`config.mk`:
```
export PLATFORM = sky130hd
export DESIGN_NAME = dot_bias_relu_drain
export DESIGN_NICKNAME = d
export VERILOG_FILES = /design/src/rtl/dot_bias_relu_drain.sv
export SDC_FILE = /design/constraint.sdc
export NUM_CORES = 2
export LEC_CHECK = 0
export CORE_AREA = 2 2 537 539
export CTS_CLUSTER_SIZE = 10
export DETAILED_ROUTE_END_ITERATION = 12
export DIE_AREA = 0 0 539 541
export GPL_ROUTABILITY_DRIVEN = 0
export GPL_TIMING_DRIVEN = 0
export PLACE_DENSITY = 0.53
export SYNTH_ARGS = -nofsm -noshare
export SYNTH_HDL_FRONTEND = slang
export SYNTH_SLANG_ARGS = --single-unit
```
`constraint.sdc`:
```
create_clock -name clk -period 55.2 [get_ports clk]
set_input_delay 11.04 -clock clk [delete_from_list [all_inputs] [get_ports clk]]
set_output_delay 11.04 -clock clk [all_outputs]
set_load 0.05 [all_outputs]
```
`src/rtl/dot_bias_relu_drain.sv`:
```
// Bias/saturate/ReLU stage behind the dot-product engine: captures a finished product vector,
// streams it out one element per cycle over valid/ready and reports the frame's argmax.
module dot_bias_relu_drain #(
    parameter int unsigned I = 20,
    parameter int unsigned Q = 15,
    parameter int unsigned N = 32
) (
    input  logic                 clk,
    input  logic                 rst_n,
    input  logic [N-1:0]         in_C [I],
    input  logic                 in_done,
    input  logic [N-1:0]         in_bias [I],
    input  logic                 relu_en,
    output logic [N-1:0]         out_data,
    output logic [$clog2(I)-1:0] out_idx,
    output logic                 out_valid,
    input  logic                 out_ready,
    output logic                 out_last,
    output logic                 busy,
    output logic                 frame_done,
    output logic [$clog2(I)-1:0] max_idx,
    output logic [N-1:0]         max_val,
    output logic                 overrun
);

    localparam int unsigned IdxW = $clog2(I);

    // Bias shares the product's fixed-point format, so the add needs no alignment shift.
    if (Q >= N) begin : g_q_check
        $error("Q must be smaller than N");
    end

    typedef enum logic [1:0] {StIdle, StCapture, StDrain} state_e;

    state_e          state_q, state_d;
    logic            done_q;
    logic            start;
    logic [N-1:0]    buf_c_q [I];
    logic [N-1:0]    buf_b_q [I];
    logic            relu_q;
    logic [IdxW-1:0] idx_q, idx_d, elem_idx;
    logic [N-1:0]    data_q, data_d, elem;
    logic            valid_q, valid_d;
    logic            last_q, last_d;
    logic            fdone_q, fdone_d;
    logic            overrun_q, overrun_d;
    logic [IdxW-1:0] run_idx_q, run_idx_d, max_idx_q, max_idx_d, cand_idx;
    logic [N-1:0]    run_val_q, run_val_d, max_val_q, max_val_d, cand_val;
    logic            cand_upd, hs, is_last;

    function automatic logic [N-1:0] bias_act(input logic [N-1:0] c, input logic [N-1:0] b,
                                              input logic relu);
        logic [N:0]   sum;
        logic [N-1:0] res;
        sum = {c[N-1], c} + {b[N-1], b};
        if (sum[N] != sum[N-1]) begin
            res = sum[N] ? {1'b1, {(N-1){1'b0}}} : {1'b0, {(N-1){1'b1}}};
        end else begin
            res = sum[N-1:0];
        end
        if (relu && res[N-1]) begin
            res = '0;
        end
        return res;
    endfunction

    assign start    = in_done & ~done_q;
    assign hs       = valid_q & out_ready;
    assign is_last  = (idx_q == IdxW'(I - 1));
    // Element prepared for the next beat: index 0 in CAPTURE, idx+1 on a DRAIN handshake.
    assign elem_idx = (state_q == StDrain && !is_last) ? idx_q + 1'b1 : '0;
    assign elem     = bias_act(buf_c_q[elem_idx], buf_b_q[elem_idx], relu_q);

    // Strictly greater keeps the lower index on ties; index 0 seeds the tracker.
    assign cand_upd = (idx_q == '0) || ($signed(data_q) > $signed(run_val_q));
    assign cand_idx = cand_upd ? idx_q : run_idx_q;
    assign cand_val = cand_upd ? data_q : run_val_q;

    always_comb begin
        state_d   = state_q;
        idx_d     = idx_q;
        data_d    = data_q;
        valid_d   = valid_q;
        last_d    = last_q;
        fdone_d   = 1'b0;
        overrun_d = overrun_q | (start & (state_q != StIdle));
        run_idx_d = run_idx_q;
        run_val_d = run_val_q;
        max_idx_d = max_idx_q;
        max_val_d = max_val_q;
        unique case (state_q)
            StIdle: begin
                if (start) begin
                    state_d   = StCapture;
                    run_idx_d = '0;
                    run_val_d = '0;
                end
            end
            StCapture: begin
                state_d = StDrain;
                idx_d   = '0;
                data_d  = elem;
                valid_d = 1'b1;
                last_d  = (I == 1);
            end
            StDrain: begin
                if (hs) begin
                    run_idx_d = cand_idx;
                    run_val_d = cand_val;
                    if (is_last) begin
                        state_d   = StIdle;
                        valid_d   = 1'b0;
                        last_d    = 1'b0;
                        fdone_d   = 1'b1;
                        max_idx_d = cand_idx;
                        max_val_d = cand_val;
                    end else begin
                        idx_d  = elem_idx;
                        data_d = elem;
                        last_d = (elem_idx == IdxW'(I - 1));
                    end
                end
            end
            default: state_d = StIdle;
        endcase
    end

    always_ff @(posedge clk or posedge rst_n) begin
        if (rst_n) begin
            state_q   <= StIdle;
            done_q    <= 1'b1;
            idx_q     <= '0;
            data_q    <= '0;
            valid_q   <= 1'b0;
            last_q    <= 1'b0;
            fdone_q   <= 1'b0;
            overrun_q <= 1'b0;
            run_idx_q <= '0;
            run_val_q <= '0;
            max_idx_q <= '0;
            max_val_q <= '0;
        end else begin
            state_q   <= state_d;
            done_q    <= in_done;
            idx_q     <= idx_d;
            data_q    <= data_d;
            valid_q   <= valid_d;
            last_q    <= last_d;
            fdone_q   <= fdone_d;
            overrun_q <= overrun_d;
            run_idx_q <= run_idx_d;
            run_val_q <= run_val_d;
            max_idx_q <= max_idx_d;
            max_val_q <= max_val_d;
        end
    end

    always_ff @(posedge clk or posedge rst_n) begin
        if (rst_n) begin
            for (int k = 0; k < I; k++) begin
                buf_c_q[k] <= '0;
                buf_b_q[k] <= '0;
            end
            relu_q <= 1'b0;
        end else if (state_q == StIdle && start) begin
            buf_c_q <= in_C;
            buf_b_q <= in_bias;
            relu_q  <= relu_en;
        end
    end

    assign out_data   = data_q;
    assign out_idx    = idx_q;
    assign out_valid  = valid_q;
    assign out_last   = last_q;
    assign busy       = (state_q != StIdle);
    assign frame_done = fdone_q;
    assign max_idx    = max_idx_q;
    assign max_val    = max_val_q;
    assign overrun    = overrun_q;

endmodule
```
Word-level counts from Yosys, hierarchy flattened
Index checks and enable logic that the tools add are counted.
W data, S select, Z words.
{"block": "totals", "register_bits": 1399, "mem_bits_rw": 0, "latch_bits": 0, "wordCells": 125, "n_memories": 0, "romBits": 0, "inputBits": 1285}
{"block": "classes", "mux": 37, "magnitude_cmp": 2, "n_reduce_logical": 16, "n_mul": 0, "n_bitwise": 6, "div_mod_pow": 0, "add_sub_neg": 2, "n_shift": 0, "eq_ne": 9}
{"op": "$mux W32", "n": 12}
{"op": "$bmux W32 S5", "n": 2}
{"op": "$pmux W32 S2", "n": 2}
{"op": "$add A32 B32 Y33", "n": 1}
{"op": "$gt A32 B32 Y1", "n": 1}
{"op": "$mux W5", "n": 6}
{"op": "$pmux W5 S2", "n": 2}
{"op": "$reduce_and A3 Y1", "n": 5}
{"op": "$eq A5 B5 Y1 const B", "n": 2}
{"op": "$ne A2 B2 Y1 const B", "n": 4}
{"op": "$mux W1", "n": 7}
{"op": "$ge A6 B6 Y1 const B", "n": 1}
{"op": "$mux W2", "n": 3}
{"op": "$not A5 Y6", "n": 1}
{"op": "$pmux W2 S3", "n": 1}
{"op": "$reduce_bool A2 Y1", "n": 3}
{"op": "$add A5 B1 Y5 const B", "n": 1}
{"op": "$logic_not A5 Y1", "n": 1}
{"op": "$pmux W1 S2", "n": 2}
{"op": "$and A1 B1 Y1", "n": 3}
{"op": "$logic_and A1 B1 Y1", "n": 3}
{"op": "$eq A2 B1 Y1 const B", "n": 1}
{"op": "$eq A2 B2 Y1 const B", "n": 1}
{"op": "$logic_not A2 Y1", "n": 1}
{"op": "6 further kinds", "n": 6}

Logic depth before layout (Yosys ltp)
{"block": "depth", "depth_word": 16, "mapped_depth": 23}

Least setup slack after synthesis
Ideal clock, no wire load.
{"block": "synth_timing", "path_type": "input -> register", "startpoint": "in in_done", "endpoint": "reg buf_b_q[565] (netlist bit)", "arrival_time_ps": 12465, "setup_ps": 65, "slack_ps": 42669, "stages": 8, "cell_sequence": "nand2b_1 or3_1 inv_2 clkbuf_1 clkbuf_1 clkbuf_1 nand2_1 nand2_1"}
{"block": "synth_via", "elab_chain_cells": 2}
{"item": "start, declared", "line_no": "11", "source": "input logic in_done,"}
{"item": "$and A1 B1 Y1", "line_no": "67", "source": "assign start = in_done & ~done_q;"}
{"item": "$logic_and A1 B1 Y1", "line_no": "165", "source": "end else if (state_q == StIdle && start) begin"}
{"item": "end signal, assigned", "line_no": "167", "source": "buf_b_q <= in_bias;"}
{"item": "end, declared", "line_no": "39", "source": "logic [N-1:0] buf_b_q [I];"}
Every way passes these cells.
A chain may end at the register's enable or synchronous reset.

Worst setup path in the final report
{"block": "layout_timing", "startpoint": "in in_done", "endpoint": "reg buf_c_q[7] (netlist bit)"}
{"block": "layout_via", "elab_chain_cells": 2}
{"item": "$and A1 B1 Y1", "line_no": "67"}
{"item": "$logic_and A1 B1 Y1", "line_no": "165"}
{"item": "end signal, assigned", "line_no": "166", "source": "buf_c_q <= in_C;"}
{"item": "end, declared", "line_no": "38", "source": "logic [N-1:0] buf_c_q [I];"}
Every way passes these cells.

==> run_summary.xml <==
<?xml version="1.0" encoding="UTF-8"?>
<metrics>
  <group name="routing">
    <metric name="detail_route.wl_per_cell" unit="um">31.35</metric>
    <metric name="postRouteWirelength" unit="um">415100</metric>
    <metric name="drt-initial-drc-count" unit="">6927</metric>
    <metric name="drtAntennaViolNets" unit="">0</metric>
    <metric name="drt-vias-per-instance" unit="">4.989</metric>
    <metric name="vias" unit="">66070</metric>
    <metric name="drt_pass1_iterations" unit="">5</metric>
    <metric name="remaining_drc_errors" unit="">0</metric>
  </group>
  <group name="timing">
    <metric name="finalWorstPathRequiredPeriod" unit="ps">14730</metric>
    <metric name="tightest_slew" unit="ps">1522</metric>
    <metric name="relSlewSlack" unit="%">-1.481</metric>
    <metric name="report.final.setup_viol" unit="">0</metric>
    <metric name="endpoints_failing_hold" unit="">0</metric>
    <metric name="slew_viol_final" unit="">22</metric>
    <metric name="min_period_over_period" unit="%">26.68</metric>
    <metric name="fin_worst_skew" unit="ps">57.12</metric>
    <metric name="rsz0062_at_grt" unit="">no</metric>
    <metric name="max_clock_freq" unit="GHz">0.06791</metric>
    <metric name="final.setup.tns" unit="ps">0</metric>
  </group>
  <group name="cells_and_area">
    <metric name="fillCellCount" unit="">30090</metric>
    <metric name="final_layout_size_suffix_gt1_share" unit="%">5.071</metric>
    <metric name="area_delta_synth_final" unit="%">37.08</metric>
    <metric name="total_number_of_nets_in_the_final_design" unit="">10650</metric>
  </group>
  <group name="synthesis">
    <metric name="synth_seq_cells" unit="">1399</metric>
    <metric name="count_of_flip_flops_with_a_built_in_enable_after_synthesis" unit="">0</metric>
    <metric name="synthArstFlopShare" unit="%">100.0</metric>
    <metric name="postSynthAreaPerCell" unit="um2">8.500</metric>
    <metric name="most_common_flop_cell_mapped_by_yosys" unit="">dfrtp_1</metric>
    <metric name="synth.yosys.seq_area_share" unit="%">53.29</metric>
    <metric name="synthesis.nets" unit="">9082</metric>
    <metric name="syn_area" unit="um2">65700</metric>
    <metric name="synth.top_cells.by_area" unit="">dfrtp_1 53%, nand2_1 24%, mux4_2 3.2%</metric>
    <metric name="synthesis.instances" unit="">7730</metric>
    <metric name="ys_warn_count" unit="">0</metric>
    <metric name="synth_top_cell_area_share" unit="%">53.25</metric>
    <metric name="yosysTopAreaCell" unit="">dfrtp_1</metric>
    <metric name="synth_cell_type_count" unit="">71</metric>
  </group>
  <group name="global_route">
    <metric name="antenna_found_initial" unit="">211</metric>
    <metric name="grt_pass1_wl" unit="um">554300</metric>
    <metric name="overflow_left_after_global_routing" unit="">0</metric>
    <metric name="grt_max_degree" unit="">131</metric>
    <metric name="first_global_vias" unit="">66160</metric>
    <metric name="grtUsageTotal" unit="%">27.63</metric>
  </group>
  <group name="pwr">
    <metric name="power_leakage" unit="nW">41.76</metric>
    <metric name="power" unit="W">0.005850</metric>
    <metric name="max-vdd-ir-drop" unit="uV">44.91</metric>
    <metric name="powerDensity" unit="nW/um2">64.95</metric>
  </group>
  <group name="floorplan">
    <metric name="number_of_top_level_design_ports" unit="">1364</metric>
    <metric name="die_width" unit="um">539</metric>
    <metric name="dieArea" unit="um2">291600</metric>
    <metric name="initial_core_util" unit="%">22.94</metric>
    <metric name="floorplan.core_area" unit="um2">286400</metric>
    <metric name="row_count" unit="">197</metric>
    <metric name="die_h" unit="um">541</metric>
  </group>
  <group name="min_path">
    <metric name="min-delay-path-class" unit="">register to register</metric>
  </group>
  <group name="job">
    <metric name="cap_violations" unit="">3</metric>
  </group>
  <group name="clocking">
    <metric name="tritoncts_clock_tree" unit="">done</metric>
    <metric name="cts_max_path_buffers" unit="">4</metric>
    <metric name="cts_post_setup_buffers_inserted" unit="">0</metric>
    <metric name="cts_resized" unit="">0</metric>
    <metric name="cts_inserted_buffers" unit="">175</metric>
    <metric name="worst_setup_hold_path_clk_slew" unit="ps">60</metric>
    <metric name="clk_tree_root_cell" unit="">clkbuf_16</metric>
    <metric name="worstSkewPairLatency" unit="ps">850</metric>
    <metric name="cts.htree.levels" unit="">4</metric>
    <metric name="clock-sinks" unit="">1399</metric>
    <metric name="holdBufCountCts" unit="">0</metric>
  </group>
  <group name="worst_setup_path">
    <metric name="cp.required" unit="ps">55950</metric>
    <metric name="criticalPathCategory" unit="">primary input to register</metric>
    <metric name="endpoint_kind" unit="">register</metric>
    <metric name="critical_path.max_fanout" unit="">10</metric>
    <metric name="critPathArrivalTime" unit="ps">15480</metric>
    <metric name="cp-start-kind" unit="">primary input</metric>
  </group>
  <group name="placed_design">
    <metric name="buffer_ports.inserted" unit="">1363</metric>
    <metric name="post-dp-hpwl" unit="um">345800</metric>
  </group>
  <group name="outcome">
    <metric name="outcome" unit="">complete, but fails checks</metric>
    <metric name="failing_checks" unit="">capacitance limit, slew limit</metric>
  </group>
</metrics>
[logic make-up (layout without fill, tap and decap cells)]
| group | count (synthesis) | count (layout) | share of synthesized area (%) |
|---|---|---|---|
| and+or+nand+nor | 4479 | 4479 | 26.34 |
| DFF | 1399 | 1399 | 53.29 |
| AOI/OAI and AO/OA | 1016 | 1016 | 11.23 |
| buffers and inverters | 609 | 2246 | 3.611 |
| muxes | 135 | 135 | 3.913 |
| adders and majority gates | 67 | 67 | 1.287 |
| xor gates and xnor gates | 25 | 25 | 0.3333 |
| other | 0 | 94 | 0 |
[stage by stage]
stage                     instance area, um2  setup slack [ps]  hold slack [ps]  utilization (%)  std cells
final                                  90070             40480            467.2            31.45      13240
after global routing                   89990             40440            474.6            31.42      13210
after CTS                              89800             40420            467.3            31.35      13150
after detailed placement               84580             39520            454.3            29.53      12900
after global placement                 84080            -11500            452.8            29.35      12870
after floorplan                        65700              4713            437.4                -       7730
[layer usage]
metal / vias up / GRT usage [%] / part of all wire [%]
li1: 28690 / - / -
met1: 32870 / 33.85 / 39
met2: 3594 / 44.07 / 45
met3: 836 / 6.795 / 8.4
met4: 84 / 16.15 / 6.6
met5: - / 0 / 0.15
[worst paths after layout]
| path | to | cells past startpoint | startpoint | slack, ps |
|---|---|---|---|---|
| max in group asynchronous | buf_c_q[388] | 7 | rst_n | 41280 |
| min in group asynchronous | overrun | 2 | rst_n | 10750 |
| min | buf_c_q[31] | 2 | buf_c_q[31] | 470 |
| min reg2reg | buf_c_q[31] | 2 | buf_c_q[31] | 470 |
| max | buf_c_q[7] | 9 | in_done | 40480 |
| max reg2reg | out_data[26] | 22 | out_idx[0] | 45180 |
[synth_stat cells, types with 53 or more instances]
| cell | n |
|---|---|
| a211oi_1 | 202 |
| inv_1 | 53 |
| nor2b_1 | 70 |
| ha_1 | 66 |
| a31oi_1 | 135 |
| clkbuf_1 | 484 |
| o22ai_1 | 123 |
| dfrtp_1 | 1398 |
| o221ai_1 | 65 |
| o211ai_1 | 102 |
| nand2_1 | 4241 |
| o21ai_0 | 86 |
| mux4_2 | 94 |
[registers in the layout, indices dropped and copies added (netlist names)]
| name | count |
|---|---|
| buf_b_q | 640 |
| buf_c_q | 640 |
| max_val | 32 |
| out_data | 32 |
| run_val_q | 32 |
| max_idx | 5 |
| out_idx | 5 |
| run_idx_q | 5 |
| state_q | 2 |
| done_q | 1 |
| frame_done | 1 |
| out_last | 1 |
| out_valid | 1 |
| overrun | 1 |
| relu_q | 1 |
[final cells by class]
| type | instances | area [um2] | area share [%] |
|---|---|---|---|
| Multi-Input combinational cell | 5722 | 28360 | 31.49 |
| Clock inverter | 19 | 330.3 | 0.3667 |
| Timing Repair Buffer | 1387 | 14120 | 15.67 |
| Sequential cell | 1399 | 35010 | 38.87 |
| Buffer | 553 | 2185 | 2.426 |
| Tap cell | 3781 | 4731 | 5.253 |
| Antenna cell | 94 | 235.2 | 0.2612 |
| Clock buffer | 231 | 4883 | 5.422 |
| Inverter | 56 | 217.7 | 0.2417 |
[worst max-delay path: stages]
cell             delay [ps]
clkdlybuf4s50_1         500
nand2b_1                190
or3_1                   400
inv_2                   450
clkbuf_2                750
clkbuf_1                900
clkbuf_1                710
nand2_1                 360
nand2_1                 120
[report_power, final]
group | leakage [nW] | switching [W] | total (W) | internal [W]
Sequential | 17.5 | 0.000316 | 0.00181 | 0.00149
Clock | 2.54 | 0.000476 | 0.00111 | 0.000633
Combinational | 21.8 | 0.00198 | 0.00293 | 0.000946
[layout by cell type (no fill, tap or decap), types with 34 or more instances in the layout]
master	Yosys	routed
a211oi_1	202	195
a221oi_1	36	36
a22oi_1	34	34
a31oi_1	135	135
and2_1	35	35
buf_2	42	42
clkbuf_1	484	496
clkbuf_16	0	178
clkdlybuf4s50_1	0	1363
dfrtp_1	1398	1398
diode_2	0	94
ha_1	66	66
inv_1	53	52
mux2_2	35	35
mux4_2	94	94
nand2_1	4241	4241
nand3_1	51	51
nor2b_1	70	70
o211ai_1	102	102
o21ai_0	86	78
o221ai_1	65	65
o22ai_1	123	123
No activity file was read; power rests on OpenSTA's default activity.
